### config.mk
export PLATFORM = sky130hd
export DESIGN_NAME = scan_chain_ctrl
export DESIGN_NICKNAME = d
export VERILOG_FILES = /design/src/rtl/scan_chain_ctrl.sv
export SDC_FILE = /design/constraint.sdc
export NUM_CORES = 1
export LEC_CHECK = 0
export BUFFER_PORTS_ARGS = -buffer_cell sky130_fd_sc_hd__buf_2
export CAP_MARGIN = 20
export CORE_ASPECT_RATIO = 1.25
export CORE_MARGIN = 2
export CORE_UTILIZATION = 55
export CTS_CLUSTER_DIAMETER = 200
export DETAILED_ROUTE_END_ITERATION = 8
export GPL_ROUTABILITY_DRIVEN = 0
export PLACE_DENSITY = 0.82
export SLEW_MARGIN = 20
export SYNTH_ARGS = -nofsm -noshare
export SYNTH_HDL_FRONTEND = slang
export SYNTH_SLANG_ARGS = --single-unit
### constraint.sdc
create_clock -name clk -period 2.4 [get_ports clk]
set_input_delay 0.6 -clock clk [delete_from_list [all_inputs] [get_ports clk]]
set_output_delay 0.6 -clock clk [all_outputs]
set_load 0.05 [all_outputs]
### src/rtl/scan_chain_ctrl.sv
// Scan-chain sequencer: serializes host words into the DPE scan chain LSB first
// and deserializes the displaced chain bits into readback words.
module scan_chain_ctrl #(
   parameter int unsigned CHAIN_LEN = 64,
   parameter int unsigned WORD_W    = 8
) (
   input  logic              clk,
   input  logic              rstn,
   input  logic              start,
   input  logic              capture,
   input  logic              abort,
   output logic              busy,
   output logic              done,
   input  logic [WORD_W-1:0] in_data,
   input  logic              in_valid,
   output logic              in_ready,
   output logic [WORD_W-1:0] out_data,
   output logic              out_valid,
   input  logic              out_ready,
   output logic              sr_d,
   output logic              sr_en,
   output logic              sr_ld,
   input  logic              sr_q
);

   localparam int unsigned NWORDS = CHAIN_LEN / WORD_W;
   localparam int unsigned BIT_W  = (WORD_W > 1) ? $clog2(WORD_W) : 1;
   localparam int unsigned WCNT_W = (NWORDS > 1) ? $clog2(NWORDS) : 1;
   localparam logic [BIT_W-1:0]  BIT_LAST  = BIT_W'(WORD_W - 1);
   localparam logic [WCNT_W-1:0] WORD_LAST = WCNT_W'(NWORDS - 1);

   typedef enum logic [2:0] {
      S_IDLE, S_CAPT, S_FETCH, S_SHIFT, S_DRAIN, S_DONE
   } state_t;

   state_t              state, state_d;
   logic [BIT_W-1:0]    bit_cnt, bit_cnt_d;
   logic [WCNT_W-1:0]   word_cnt, word_cnt_d;
   logic [WORD_W-1:0]   shift_word, shift_word_d;
   logic [WORD_W-1:0]   rd_word, rd_word_d;

   logic                busy_d, done_d, in_ready_d, out_valid_d;
   logic                sr_d_d, sr_en_d, sr_ld_d;
   logic [WORD_W-1:0]   out_data_d;

   // Next-state, datapath and next-output decode; outputs follow the next state
   // so every strobe is aligned with the state it belongs to.
   always_comb begin
      state_d      = state;
      bit_cnt_d    = bit_cnt;
      word_cnt_d   = word_cnt;
      shift_word_d = shift_word;
      rd_word_d    = rd_word;

      case (state)
         S_IDLE: begin
            if (start) state_d = capture ? S_CAPT : S_FETCH;
         end
         S_CAPT: state_d = S_FETCH;
         S_FETCH: begin
            if (in_valid && in_ready) begin
               shift_word_d = in_data;
               bit_cnt_d    = '0;
               state_d      = S_SHIFT;
            end
         end
         S_SHIFT: begin
            rd_word_d[bit_cnt] = sr_q;
            if (bit_cnt == BIT_LAST) begin
               bit_cnt_d = '0;
               state_d   = S_DRAIN;
            end else begin
               bit_cnt_d = bit_cnt + BIT_W'(1);
            end
         end
         S_DRAIN: begin
            if (out_valid && out_ready) begin
               if (word_cnt == WORD_LAST) begin
                  state_d = S_DONE;
               end else begin
                  word_cnt_d = word_cnt + WCNT_W'(1);
                  state_d    = S_FETCH;
               end
            end
         end
         S_DONE: begin
            word_cnt_d = '0;
            state_d    = S_IDLE;
         end
         default: state_d = S_IDLE;
      endcase

      // Abort wins over every transition; the chain is left where it stopped.
      if (abort) begin
         state_d      = S_IDLE;
         bit_cnt_d    = '0;
         word_cnt_d   = '0;
         shift_word_d = '0;
         rd_word_d    = '0;
      end

      busy_d      = (state_d != S_IDLE);
      done_d      = (state_d == S_DONE);
      in_ready_d  = (state_d == S_FETCH);
      out_valid_d = (state_d == S_DRAIN);
      out_data_d  = (state_d == S_DRAIN) ? rd_word_d : '0;
      sr_en_d     = (state_d == S_SHIFT);
      sr_ld_d     = (state_d == S_CAPT);
      sr_d_d      = (state_d == S_SHIFT) ? shift_word_d[bit_cnt_d] : 1'b0;
   end

   always_ff @(posedge clk or negedge rstn) begin
      if (!rstn) begin
         state      <= S_IDLE;
         bit_cnt    <= '0;
         word_cnt   <= '0;
         shift_word <= '0;
         rd_word    <= '0;
         busy       <= 1'b0;
         done       <= 1'b0;
         in_ready   <= 1'b0;
         out_valid  <= 1'b0;
         out_data   <= '0;
         sr_d       <= 1'b0;
         sr_en      <= 1'b0;
         sr_ld      <= 1'b0;
      end else begin
         state      <= state_d;
         bit_cnt    <= bit_cnt_d;
         word_cnt   <= word_cnt_d;
         shift_word <= shift_word_d;
         rd_word    <= rd_word_d;
         busy       <= busy_d;
         done       <= done_d;
         in_ready   <= in_ready_d;
         out_valid  <= out_valid_d;
         out_data   <= out_data_d;
         sr_d       <= sr_d_d;
         sr_en      <= sr_en_d;
         sr_ld      <= sr_ld_d;
      end
   end

endmodule

==> results.py <==
metrics = {
    "outcome": {
        "outcome": "complete, no violations",
    },
    "synthesis": {
        "netlist.area_leader.share_pct": 52.4,
        "synth_area_per_cell_um2": 11.0,
        "synthDistinctLibCells": 38,
        "syn_nets": 193,
        "netlist_area_um2": 1910,
        "yosysTopAreaCell": "dfrtp_1",
        "synthCells": 173,
        "synth.top_cells.by_area": "dfrtp_1, mux2i_1, nor2_1",
        "synth-edff-count": 0,
        "async_flop_share_pct": 100,
        "ys_ff_latch": 40,
        "seq_area_frac_synth_pct": 52.4,
        "yosys_warnings": 0,
        "synth_flop_cell": "dfrtp_1",
    },
    "run": {
        "max-cap-violations": 0,
    },
    "setup_path": {
        "arrival_ns": 2.45,
        "cp-end-kind": "flop",
        "cp.required_ns": 2.64,
        "critPathKind": "reg -> reg",
        "critPathLaunchType": "flop",
        "ff2ff_path_depth": 8,
        "cp_max_fo": 15,
    },
    "clock_network": {
        "hold_buffers": 0,
        "numCtsBuffers": 5,
        "numClockSinks": 40,
        "path_clk_slew_ns": 0.08,
        "clock_path_buffers": 2,
        "root_buffer": "clkbuf_8",
        "insertion_delay_ns": 0.30,
        "cts-htree-levels": 2,
        "tritoncts": "built",
    },
    "power": {
        "power.density_nw_per_um2": 619,
        "ir_drop_v": 0.000659,
        "p_leak_uw": 0.00107,
    },
    "sta": {
        "skew_ns": 0.00704,
        "maxSlewHeadroom_pct": 42.6,
        "slew_viol_final": 0,
        "max_freq_ghz": 0.453,
        "tightest_slew_ns": 0.860,
        "post-route-period-util_pct": 91.9,
        "setup_tns_ns": 0,
        "min_period_ns": 2.21,
        "hold_violations": 0,
        "rsz0062_at_grt": "false",
        "holdWs_ns": 0.411,
        "finalSetupViolations": 0,
    },
    "global_route": {
        "first_global_vias": 1413,
        "grt_antenna_before_repair": 0,
        "grtUsageTotal_pct": 21.7,
        "gr-total-overflow": 0,
        "grt_max_degree": 41,
        "grt_first_pass_wirelength_um": 6600,
    },
    "finish": {
        "nets": 222,
        "n_antenna_cell": 0,
        "areaGrowthSynthToFinish_pct": 14.2,
        "instances_no_fill": 240,
        "multi_input_area_um2": 831,
        "seqCellArea_um2": 1000,
        "fillers": 249,
        "drive_gt1_share_pct": 27.6,
    },
    "detailed_routing": {
        "dr.pass1.iters": 4,
        "totalWireLength_um": 3880,
        "drt-vias-per-instance": 5.86,
        "detail_route.wl_per_cell_um": 16.2,
        "drt-initial-drc-count": 62,
        "ant_nets": 0,
        "via_count": 1406,
        "drc": 0,
    },
    "floorplanning": {
        "num_io_pins": 31,
        "core_area_um2": 3250,
        "dieHeight_um": 69.9,
        "dieArea_um2": 3960,
        "rows": 23,
        "initial_core_util_pct": 58.7,
        "die-width_um": 56.7,
    },
    "place": {
        "hpwlAfterDp_um": 2720,
        "placed_cells": 232,
        "io_buffers": 30,
    },
    "worst_hold_path": {
        "hold_path.class": "in -> async",
    },
}
-- worst max-delay path, stage by stage, from the launching register on --
cell,delay [ns]
dfrtp_1,0.49
ha_1,0.24
ha_1,0.27
mux2i_1,0.22
a211oi_1,0.10
a211oi_1,0.24
buf_4,0.24
and2b_1,0.17
and4_1,0.17
-- report_power, final --
part	internal [uW]	switching (uW)
Sequential	684	10.8
Combinational	38.6	77.5
Clock	307	232
-- cell usage in the layout (no fill, tap or decap), drive strengths merged, types with 2 or more instances in the layout --
| cell | count |
|---|---|
| a211oi | 2 |
| a21oi | 9 |
| and3 | 2 |
| buf | 34 |
| clkbuf | 5 |
| dfrtp | 40 |
| ha | 4 |
| inv | 3 |
| mux2 | 4 |
| mux2i | 17 |
| nand2 | 10 |
| nand2b | 7 |
| nand3 | 3 |
| nand3b | 2 |
| nand4 | 2 |
| nand4b | 2 |
| nor2 | 17 |
| nor2b | 3 |
| nor3 | 4 |
| nor3b | 2 |
| nor4 | 8 |
| o21ai | 5 |
| or2 | 2 |
| or2b | 3 |
| or3 | 3 |
-- cell families after synthesis --
group	share of synthesized area (%)
compound gates	7.27
fa+ha+maj	2.62
buf+inv	4.06
flops	52.4
mux	11.3
simple gates	22.3
-- repair_timing --
| action | 4_1_cts | 5_1_grt |
|---|---|---|
| setup buffers | 0 | 0 |
| resized for setup | 0 | 1 |
| endpoints found under the setup margin | 0 | 1 |
-- registers in the layout, summed over array words and instances, names as in the netlist --
register	flops
sr_en	1
word_cnt	3
in_ready	1
state	3
sr_d	1
bit_cnt	3
rd_word	8
sr_ld	1
out_valid	1
busy	1
done	1
shift_word	8
out_data	8
-- layout make-up --
type,instances,share of cell area (%)
flip-flops and latches,40,45.9
multi-input cells,118,38.1
repair buffers,34,8.26
clock buffers,5,3.16
well taps,37,2.12
clock inverters,3,1.95
inverters,3,0.516
-- cells in the mapped netlist, types with 2 or more instances --
master	instances
a211oi_1	2
ha_1	4
clkbuf_1	5
o21ai_0	5
nand3b_1	2
nor2b_1	3
or2b_2	3
and3_1	2
nor4_1	8
buf_2	2
nor3_1	3
or2_2	2
mux2_2	4
buf_1	2
nand3_1	3
nand4b_1	2
nand4_1	2
inv_1	3
nor2_1	17
or3_1	3
nor3b_1	2
mux2i_1	17
dfrtp_1	40
nand2b_1	5
a21oi_1	9
buf_6	2
nand2_1	10
-- worst paths after layout --
path / to / slack [ns] / start
worst min-delay path: word_cnt[2] / 0.41 / rstn
min in group clk: rd_word[3] / 0.52 / rd_word[3]
worst min register to register: rd_word[3] / 0.52 / rd_word[3]
worst max-delay path: sr_d / 0.19 / bit_cnt[1]
worst max register to register: sr_d / 0.19 / bit_cnt[1]
max in group asynchronous: out_data[2] / 1.45 / rstn
-- metrics by stage --
step                      area (um2)  total power (uW)  setup slack (ns)  util [%]
after floorplan                 1910               781             0.270         -
after global placement          2070               817             0.326      63.6
after detailed placement        2070               823             0.204      63.6
after CTS                       2180              1360             0.141      67.1
after global routing            2180              1400            0.0519      67.1
final                           2180              1350             0.195      67.1
-- metal layers --
layer / GRT usage, % / share of wire [%] / vias up
met5: 0 / 0 / -
li1: - / - / 667
met2: 36.4 / 53 / 46
met4: 8.99 / 2.0 / 0
met1: 26.2 / 41 / 686
met3: 5.74 / 4.8 / 7
(Power assumes the default switching activity.)
